$ cat src/rtl/logic_unit_stage.sv
// logic_unit_stage: registered WIDTH-bit AND/OR/XOR/NOT unit with valid/ready
// handshakes on both sides, a two-entry (main + skid) output buffer, ZERO and
// PARITY flags derived from OUT, and a saturating count of output transfers.
module logic_unit_stage #(
    parameter int WIDTH = 8,
    parameter int CW    = 16
) (
    input  logic             CLK,
    input  logic             RST,
    input  logic             IN_VALID,
    output logic             IN_READY,
    input  logic [WIDTH-1:0] X,
    input  logic [WIDTH-1:0] Y,
    input  logic [1:0]       OP,
    output logic             OUT_VALID,
    input  logic             OUT_READY,
    output logic [WIDTH-1:0] OUT,
    output logic             ZERO,
    output logic             PARITY,
    input  logic             CLR_COUNT,
    output logic [CW-1:0]    DONE_COUNT
);

    typedef enum logic [1:0] {
        OP_AND = 2'b00,
        OP_OR  = 2'b01,
        OP_XOR = 2'b10,
        OP_NOT = 2'b11
    } op_e;

    logic             r_mv;
    logic [WIDTH-1:0] r_md;
    logic             r_sv;
    logic [WIDTH-1:0] r_sd;
    logic [CW-1:0]    r_cnt;

    logic [WIDTH-1:0] w_result;
    logic             w_accept;
    logic             w_xfer;
    op_e              w_op;

    assign w_op     = op_e'(OP);
    assign w_accept = IN_VALID && IN_READY;
    assign w_xfer   = r_mv && OUT_READY;

    // Per-bit logic cell: each result bit depends only on X[i], Y[i] and OP
    always_comb begin
        w_result = '0;
        for (int unsigned i = 0; i < WIDTH; i++) begin
            unique case (w_op)
                OP_AND:  w_result[i] = X[i] & Y[i];
                OP_OR:   w_result[i] = X[i] | Y[i];
                OP_XOR:  w_result[i] = X[i] ^ Y[i];
                default: w_result[i] = ~X[i];
            endcase
        end
    end

    // Main/skid buffer update; skid only fills while main is stalled
    always_ff @(posedge CLK or posedge RST) begin
        if (RST) begin
            r_mv <= 1'b0;
            r_md <= '0;
            r_sv <= 1'b0;
            r_sd <= '0;
        end else if (!r_mv) begin
            if (w_accept) begin
                r_mv <= 1'b1;
                r_md <= w_result;
            end
        end else if (w_xfer) begin
            if (r_sv) begin
                r_md <= r_sd;
                r_sv <= 1'b0;
            end else if (w_accept) begin
                r_md <= w_result;
            end else begin
                r_mv <= 1'b0;
            end
        end else if (w_accept) begin
            r_sd <= w_result;
            r_sv <= 1'b1;
        end
    end

    // Saturating transfer counter; clear takes priority over a same-edge transfer
    always_ff @(posedge CLK or posedge RST) begin
        if (RST) begin
            r_cnt <= '0;
        end else if (CLR_COUNT) begin
            r_cnt <= '0;
        end else if (w_xfer && (r_cnt != '1)) begin
            r_cnt <= r_cnt + 1'b1;
        end
    end

    // Ready depends only on the skid register and reset, never on OUT_READY
    always_comb begin
        IN_READY   = !RST && !r_sv;
        OUT_VALID  = r_mv;
        OUT        = r_md;
        ZERO       = ~|r_md;
        PARITY     = ^r_md;
        DONE_COUNT = r_cnt;
    end

endmodule
$ cat config.mk
export PLATFORM = sky130hd
export DESIGN_NAME = logic_unit_stage
export DESIGN_NICKNAME = d
export VERILOG_FILES = /design/src/rtl/logic_unit_stage.sv
export SDC_FILE = /design/constraint.sdc
export NUM_CORES = 1
export LEC_CHECK = 0
export BUFFER_PORTS_ARGS = -buffer_cell sky130_fd_sc_hd__buf_2
export CORE_AREA = 2 2 71 73
export CTS_CLUSTER_DIAMETER = 40
export CTS_CLUSTER_SIZE = 8
export DETAILED_ROUTE_END_ITERATION = 8
export DIE_AREA = 0 0 73 75
export HOLD_SLACK_MARGIN = 0.08
export PLACE_DENSITY = 0.73
export SLEW_MARGIN = 5
export SYNTH_ARGS = -nofsm -noshare
export SYNTH_HDL_FRONTEND = slang
export SYNTH_SLANG_ARGS = --single-unit
$ cat constraint.sdc
create_clock -name CLK -period 2.4 [get_ports CLK]
set_clock_uncertainty 0.05 [all_clocks]
set_input_delay 0.48 -clock CLK [delete_from_list [all_inputs] [get_ports CLK]]
set_output_delay 0.48 -clock CLK [all_outputs]
set_load 0.02 [all_outputs]
Word-level counts from Yosys, hierarchy flattened
Cells that the tools add are included.
{"block": "op_classes", "n_addsub": 1, "eq_ne": 4, "mux": 20, "bitwise": 33, "n_reduce_logical": 14}
{"op": "$mux W16", "n": 2}
{"op": "$mux W8", "n": 4}
{"op": "$pmux W1 S3", "n": 8}
{"op": "$add A16 B1 Y16 const B", "n": 1}
{"op": "$ne A16 B16 Y1 const B", "n": 1}
{"op": "$not A1 Y1", "n": 9}
{"op": "$and A1 B1 Y1", "n": 8}
{"op": "$or A1 B1 Y1", "n": 8}
{"op": "$reduce_or A8 Y1", "n": 1}
{"op": "$reduce_xor A8 Y1", "n": 1}
{"op": "$xor A1 B1 Y1", "n": 8}
{"op": "$mux W1", "n": 6}
{"op": "$logic_and A1 B1 Y1", "n": 4}
{"op": "$reduce_bool A2 Y1", "n": 2}
{"op": "$logic_not A1 Y1", "n": 3}
{"op": "$reduce_and A3 Y1", "n": 1}
{"op": "$eq A2 B1 Y1 const B", "n": 1}
{"op": "$eq A2 B2 Y1 const B", "n": 1}
{"op": "$logic_not A2 Y1", "n": 1}
{"op": "$ne A2 B1 Y1 const B", "n": 1}
{"op": "$reduce_and A2 Y1", "n": 1}
{"block": "word_totals", "register_bits": 34, "input_bits": 23, "word_cells": 77}

Logic depth before layout (Yosys ltp)
Gate-level depths: netlist of the first run.
{"block": "depth", "word_depth": 7, "ltp_mapped": 6, "mapped_depth_nobuf": 6}

Worst setup path before layout of the first run
No wires, ideal clock.
{"block": "synth_timing", "path_type": "register to register", "startpoint": "reg r_cnt[0], in the netlist DONE_COUNT[0]", "endpoint": "reg r_cnt[6], in the netlist DONE_COUNT[6]", "arrival_time_ns": 1.866, "t_required_ns": 2.223, "path_slack_ns": 0.356, "stages_incl_launch_ff": 7, "path_buffers": 1, "synth_period_minus_slack_ns": 2.044, "path_cell_list": "dfrtp_1 ha_1 nand4_2 nor4_4 buf_2 nor2_1 mux2_1"}
{"block": "synth_between", "elab_chain_len": 3, "word_cells_on_any_way": 6, "cone_classes": "add/sub: 1; eq/ne: 1; mux: 2; reduce/logical: 2"}
{"item": "from (decl)", "line_no": "35", "rtl": "logic [CW-1:0] r_cnt;"}
{"item": "from (signal assigned)", "line_no": "93", "rtl": "r_cnt <= r_cnt + 1'b1;"}
{"item": "$add A16 B1 Y16 / $ne A16 B16 Y1 (equally long branches)", "line_no": "93, 92"}
{"item": "$mux W16 / $logic_and A1 B1 Y1 (equally long branches)", "line_no": "92", "rtl": "end else if (w_xfer && (r_cnt != '1)) begin"}
{"item": "$mux W16 / $reduce_bool A2 Y1 (equally long branches)"}
Parallel ways exist; a longest one is shown, timed or not. The select of a mux whose other input is x is not followed.
A chain may end at the register's enable or synchronous reset.

Worst setup path after layout of the first run
{"block": "layout_timing", "startpoint": "reg r_md[2], in the netlist OUT[2]", "endpoint": "out PARITY"}
{"block": "layout_between", "elab_chain_len": 1}
{"item": "from (decl)", "line_no": "32", "rtl": "logic [WIDTH-1:0] r_md;"}
{"item": "from (signal assigned)", "line_no": "69", "rtl": "r_md <= w_result;"}
{"item": "from (signal assigned)", "line_no": "73", "rtl": "r_md <= r_sd;"}
{"item": "from (signal assigned)", "line_no": "76", "rtl": "r_md <= w_result;"}
{"item": "$reduce_xor A8 Y1", "line_no": "103", "rtl": "PARITY = ^r_md;"}
{"item": "to (decl)", "line_no": "19", "rtl": "output logic PARITY,"}
No other way between the ends.

==> results of run 1 <==
-- cell families after synthesis --
logic type / Yosys count
XOR/XNOR: 3
buffers and inverters: 45
multiplexers: 17
flip-flops: 34
AO/OA/AOI/OAI: 43
AND/OR/NAND/NOR: 71
adder cells (fa/ha/maj): 21
-- routing by layer --
layer / GRT usage / share of wire / vias up
met5: 0 / 0 / -
met4: 0.0679 / 0.015 / 0
met3: 0.0656 / 0.057 / 6
met2: 0.333 / 0.49 / 42
met1: 0.230 / 0.43 / 911
li1: - / - / 922
-- placed cells by master (no fill, tap or decap), types with 6 or more instances in the layout --
cell / instances
mux4_2: 8
buf_2: 50
o31ai_1: 6
nand3_1: 8
clkbuf_8: 6
a22oi_1: 8
o21ai_0: 9
nand2_1: 25
ha_1: 21
a21oi_1: 15
dfrtp_1: 34
mux2_2: 8
inv_1: 36
or3_1: 9
-- worst paths after layout --
kind / slack [ns] / start / to / depth (start not counted)
max: 0.29 / OUT[2] / PARITY / 5
min: 0.26 / RST / r_sv / 3
max reg2reg: 0.44 / DONE_COUNT[0] / DONE_COUNT[6] / 5
min reg2reg: 0.41 / r_sd[6] / OUT[6] / 2
max in group asynchronous: 1.73 / RST / DONE_COUNT[14] / 3
min in group CLK: 0.41 / r_sd[6] / OUT[6] / 2
-- power breakdown --
part / total [uW] / switching [uW] / internal [uW]
Sequential: 840 / 121 / 718
Combinational: 859 / 484 / 375
Clock: 438 / 207 / 231
-- final cells by class --
class                           count  area [um^2]  share of cell area
Timing Repair Buffer               53          273               0.102
Clock buffer                        7         86.3              0.0324
Sequential cell                    34          851               0.319
Clock inverter                      1         5.00             0.00188
Inverter                           36          135              0.0507
Tap cell                           54         67.6              0.0253
Multi-Input combinational cell    155         1250               0.468
-- sequential cells by signal, indices dropped and copies added, names as in the netlist --
signal,flops
OUT,8
OUT_VALID,1
r_sd,8
DONE_COUNT,16
r_sv,1
-- worst register-to-register path, delay by kind of cell (launching register included) --
kind / cells / cell delay [ns]
adders and majority gates: 1 / 0.25
and+or+nand+nor: 3 / 0.84
DFF: 1 / 0.39
muxes: 1 / 0.32
-- stage by stage --
stage / power, uW / instance area (um^2) / hold slack, ns / util
finish: 2140 / 2670 / 0.263 / 0.572
global placement: 1690 / 2570 / 0.391 / 0.552
global route: 2290 / 2670 / 0.290 / 0.572
detailed placement: 1710 / 2570 / 0.401 / 0.552
CTS: 2160 / 2670 / 0.275 / 0.572
floorplan: 1440 / 2280 / 0.383 / -
==> reports/qor.yml, run 1 <==
numPortBuffers: 50
fill_cells: 426
area_growth_pct: 16.7
critPathTopFamily: "flip-flops"
powerDensity_nw_per_um2: 801
finalCritPeriodShare: 0.879
numCtsBuffers: 5
overflow: 0
maxSlewHeadroom: 0.525
cts_tree: "yes"
fmax_mhz: 474
top_level_ports: 51
synth.avg_cell_area_um2: 9.76
grt_pass1_vias: 1799
path_clk_slew_ns: 0.07
arrival_ns: 1.58
layout-drive-gt1-share: 0.290
synth_most_common_cell: "inv_1"
synth_top_family_by_area: "simple AND/OR/NAND/NOR gates"
postRouteWirelength_mm: 4.70
wl_per_cell_um: 13.8
vdd_drop_max_mv: 1.18
hold_class: "input pin to async pin"
post_cts_buffers: 0
cts_resized: 0
dp_slack_ns: 0.446
start_kind: "flip-flop"
antenna_found_initial: 0
worst_slack_ns: 0.290
drv_cap: 0
netlist_top_cells_area: "dfrtp_1, ha_1, mux4_2"
synth_fa_ha_area_frac: 0.115
grt_max_degree: 35
synth_common_cells: "inv_1, dfrtp_1, nand2_1"
cp_max_fo: 3
ant_nets: 0
htree_levels: 2
cts_hold_buf: 0
synth_edf_count: 0
leakage_uw: 0.00137
cts_sinks: 34
dp.cells: 332
tns_ns: 0
gp_congestion: 0.795
cpMostUsedCell: "xnor2_1"
dr.pass1.iters: 4
rsz0062_at_grt: "false"
ys_seq_area_frac: 0.372
maxSlewViolCount: 0
setup_viol: 0
grt_usage: 0.195
clock_latency_ns: 0.29
synth-simple-area-share: 0.182
cp-end-kind: "output pin"
fin_crit_ns: 2.11
status: "completed"
ys_ff_latch: 34
synthMuxAreaShare: 0.123
die_w_um: 73
worst-path-buf-inv: 2
synth_xor_area_frac: 0.0115
synth_compound_area_frac: 0.114
synthCells: 234
cp_slowest_stage_delay_ns: 0.40
crit_slowest_cell: "dfrtp_1"
row_count: 25
path_cells: "inv_1, ha_1, xnor2_1, xnor2_1, buf_2"
fin_cells: 340
worstMarginPinSlew_ns: 0.701
start_util: 0.490
grt_pass1_wl_mm: 8.08
cts-root-buf: "clkbuf_8"
clock_path_buffers: 2
crit_required_ns: 1.87
synth_ff_type: "dfrtp_1"
drt_iter0_markers: 81
n_antenna_cell: 0
nets: 329
drc: 0
dieArea_um2: 5480
hpwlAfterDp_mm: 3.58
syn_nets: 278
synth.distinct_cells: 39
synth.yosys.warnings: 0
dieHeight_um: 75
synth.largest_area_cell: "dfrtp_1"
vias: 1881
hold_viol: 0
criticalPathCategory: "flip-flop to output pin"
avgViaCountPerCell: 5.53
synth_top_area_frac: 0.372
synthesis.area_um2: 2280
synth_async_sr_flop_share: 1.00
coreArea_um2: 4660
Note: power is estimated with default switching activity, not from simulation.
==> run 2, diff against run 1 <==
--- a/config.mk
+++ b/config.mk
@@ -5,14 +5,13 @@
 export SDC_FILE = /design/constraint.sdc
 export NUM_CORES = 1
 export LEC_CHECK = 0
-export BUFFER_PORTS_ARGS = -buffer_cell sky130_fd_sc_hd__buf_2
 export CORE_AREA = 2 2 71 73
 export CTS_CLUSTER_DIAMETER = 40
 export CTS_CLUSTER_SIZE = 8
 export DETAILED_ROUTE_END_ITERATION = 8
 export DIE_AREA = 0 0 73 75
+export DONT_BUFFER_PORTS = 1
 export HOLD_SLACK_MARGIN = 0.08
-export PLACE_DENSITY = 0.73
 export SLEW_MARGIN = 5
 export SYNTH_ARGS = -nofsm -noshare
 export SYNTH_HDL_FRONTEND = slang
==> constraint.sdc (replaced) <==
create_clock -name CLK -period 2.4 [get_ports CLK]
set_clock_uncertainty 0.05 [all_clocks]
set_input_delay 0.12 -clock CLK [delete_from_list [all_inputs] [get_ports CLK]]
set_output_delay 0.12 -clock CLK [all_outputs]
set_load 0.02 [all_outputs]
==> reports/qor.yml, run 2 (synthesized netlist as in run 1, its figures left out) <==
vias: 1737  # -7.7%
p_clk_frac: 0.216  # +0.011
critPathTopFamily: "simple AND/OR/NAND/NOR gates"
nets: 286  # -13%
largest_reg_flops: 16  # unchanged
cts-root-buf: "clkbuf_8"
drv_cap: 0  # unchanged
worst-path-buf-inv: 1  # -1
row_count: 25  # unchanged
ant_nets: 0  # unchanged
status: "completed"
powerDensity_nw_per_um2: 801  # about the same
layout-drive-gt1-share: 0.148  # -0.142
finish.instance_area_um2: 2480  # -7.0%
comb_power_share: 0.315  # -0.087
cts_tree: "yes"
layout_commonest_cell: "inv_1"
hold_viol: 0  # unchanged
fmax_mhz: 469  # -1.1%
top_level_ports: 51  # unchanged
clock_path_buffers: 2  # unchanged
rsz0062_at_grt: "false"
seqPwrFrac: 0.470  # +0.077
numPortBuffers: 0  # -100%
numCtsBuffers: 5  # unchanged
avgViaCountPerCell: 5.85  # +5.7%
setup_viol: 0  # unchanged
hpwlAfterDp_mm: 3.42  # -4.5%
start_kind: "flip-flop"
coreArea_um2: 4660  # unchanged
start_util: 0.490  # unchanged
place_area_um2: 2350  # -8.8%
cp_slowest_stage_delay_ns: 0.51  # +0.11 ns
grt_pass1_vias: 1738  # -3.4%
p_total_uw: 1990  # -7.0%
tns_ns: 0  # unchanged
area_growth_pct: 8.49
finalCritPeriodShare: 0.889  # +0.00973
crit_required_ns: 2.48  # +0.61 ns
cp_max_fo: 10  # +7
clock_latency_ns: 0.28  # about the same
path_clk_slew_ns: 0.07  # about the same
maxSlewHeadroom: 0.551  # +0.0257
gp_congestion: 0.804  # +1.2%
final_cell_mix: "inv_1, dfrtp_1, nand2_1, ha_1, a21oi_1"
grt_pass1_wl_mm: 7.95  # -1.6%
hold_class: "input pin to flip-flop"
intPower_uw: 1230  # -7.2%
die_w_um: 73  # unchanged
cts_sinks: 34  # unchanged
wl_per_cell_um: 15.4  # +11%
fin_crit_ns: 2.13  # +0.0233 ns
dieHeight_um: 75  # unchanged
overflow: 0  # unchanged
drt_iter0_markers: 93  # +15%
vdd_drop_max_mv: 0.416  # -65%
criticalPathCategory: "flip-flop to flip-flop"
drc: 0  # unchanged
postRouteWirelength_mm: 4.58  # -2.6%
htree_levels: 2  # unchanged
path_cells: "ha_1, nand4_2, nor4_4, buf_4, or4_1, a21oi_1"
cts_resized: 0  # unchanged
utilization: 0.532  # -0.0403
n_antenna_cell: 0  # unchanged
antenna_found_initial: 0  # unchanged
cp-end-kind: "flip-flop"
crit_slowest_cell: "dfrtp_1"
grt_usage: 0.187  # -0.00802
p_sw_frac: 0.381  # +0.000929
dieArea_um2: 5480  # unchanged
dr.pass1.iters: 5  # +1
leakage_uw: 0.00118  # -14%
grt_max_degree: 35  # unchanged
maxSlewViolCount: 0  # unchanged
arrival_ns: 2.22  # +0.64 ns
worstMarginPinSlew_ns: 0.672  # -0.0296 ns
power_switching_uw: 757  # -6.8%
[run 2: changes by cell type in the layout (fill, tap and decap cells not counted)]
cell	change
buf_2	-50
buf_4	+3
dlygate4sd3_1	+4
[run 2: final timing paths]
path / start / endpoint / slack (ns) / cells after the start
worst min-delay path: OUT_READY / DONE_COUNT[1] / 0.11 / 3
worst max-delay path: DONE_COUNT[0] / DONE_COUNT[7] / 0.27 / 6
min in group asynchronous: RST / DONE_COUNT[1] / 0.37 / 3
worst min register to register: r_sd[2] / OUT[2] / 0.41 / 2
max in group asynchronous: RST / OUT[0] / 1.61 / 3
worst max register to register: DONE_COUNT[0] / DONE_COUNT[7] / 0.27 / 6
[run 2: per-stage QoR]
stage | worst slack [ns] | instances | hold slack, ns
floorplan | 0.356 | 234 | 0.220
global placement | 0.368 | 285 | 0.109
detailed placement | 0.288 | 285 | 0.110
CTS | 0.272 | 297 | 0.106
global route | 0.0718 | 297 | 0.111
finish | 0.267 | 297 | 0.108
[run 2: layer usage]
| metal | part of all wire | GRT usage |
|---|---|---|
| met2 | 0.52 | 0.321 |
| met3 | 0.057 | 0.0656 |
| met1 | 0.41 | 0.214 |
| met5 | 0 | 0 |
| met4 | 0.015 | 0.0720 |
[run 2: worst min-delay path, stage by stage]
cell and delay (ns):
nand2_1 0.10, or3b_2 0.13, a21oi_1 0.05
[run 2: power by group through the flow]
stage / Clock (uW) / Sequential, uW / Combinational [uW]
2_1_floorplan: 0 / 896 / 549
3_3_place_gp: 0 / 944 / 615
3_5_place_dp: 0 / 947 / 631
4_1_cts: 446 / 936 / 643
5_1_grt: 475 / 963 / 710
6_report: 428 / 933 / 625
[run 2: cell type report]
| type | instances | area [um^2] |
|---|---|---|
| Clock buffer | 7 | 86.3 |
| Inverter | 36 | 135 |
| Fill cell | 410 | 2180 |
| Sequential cell | 34 | 851 |
| Tap cell | 54 | 67.6 |
| Timing Repair Buffer | 10 | 85.1 |
| Multi-Input combinational cell | 155 | 1250 |
| Clock inverter | 1 | 5.00 |
[run 2: timing repair]
item,4_1_cts,5_1_grt
buffers inserted,0,0
hold endpoints to repair,52,0
hold buffers,4,0
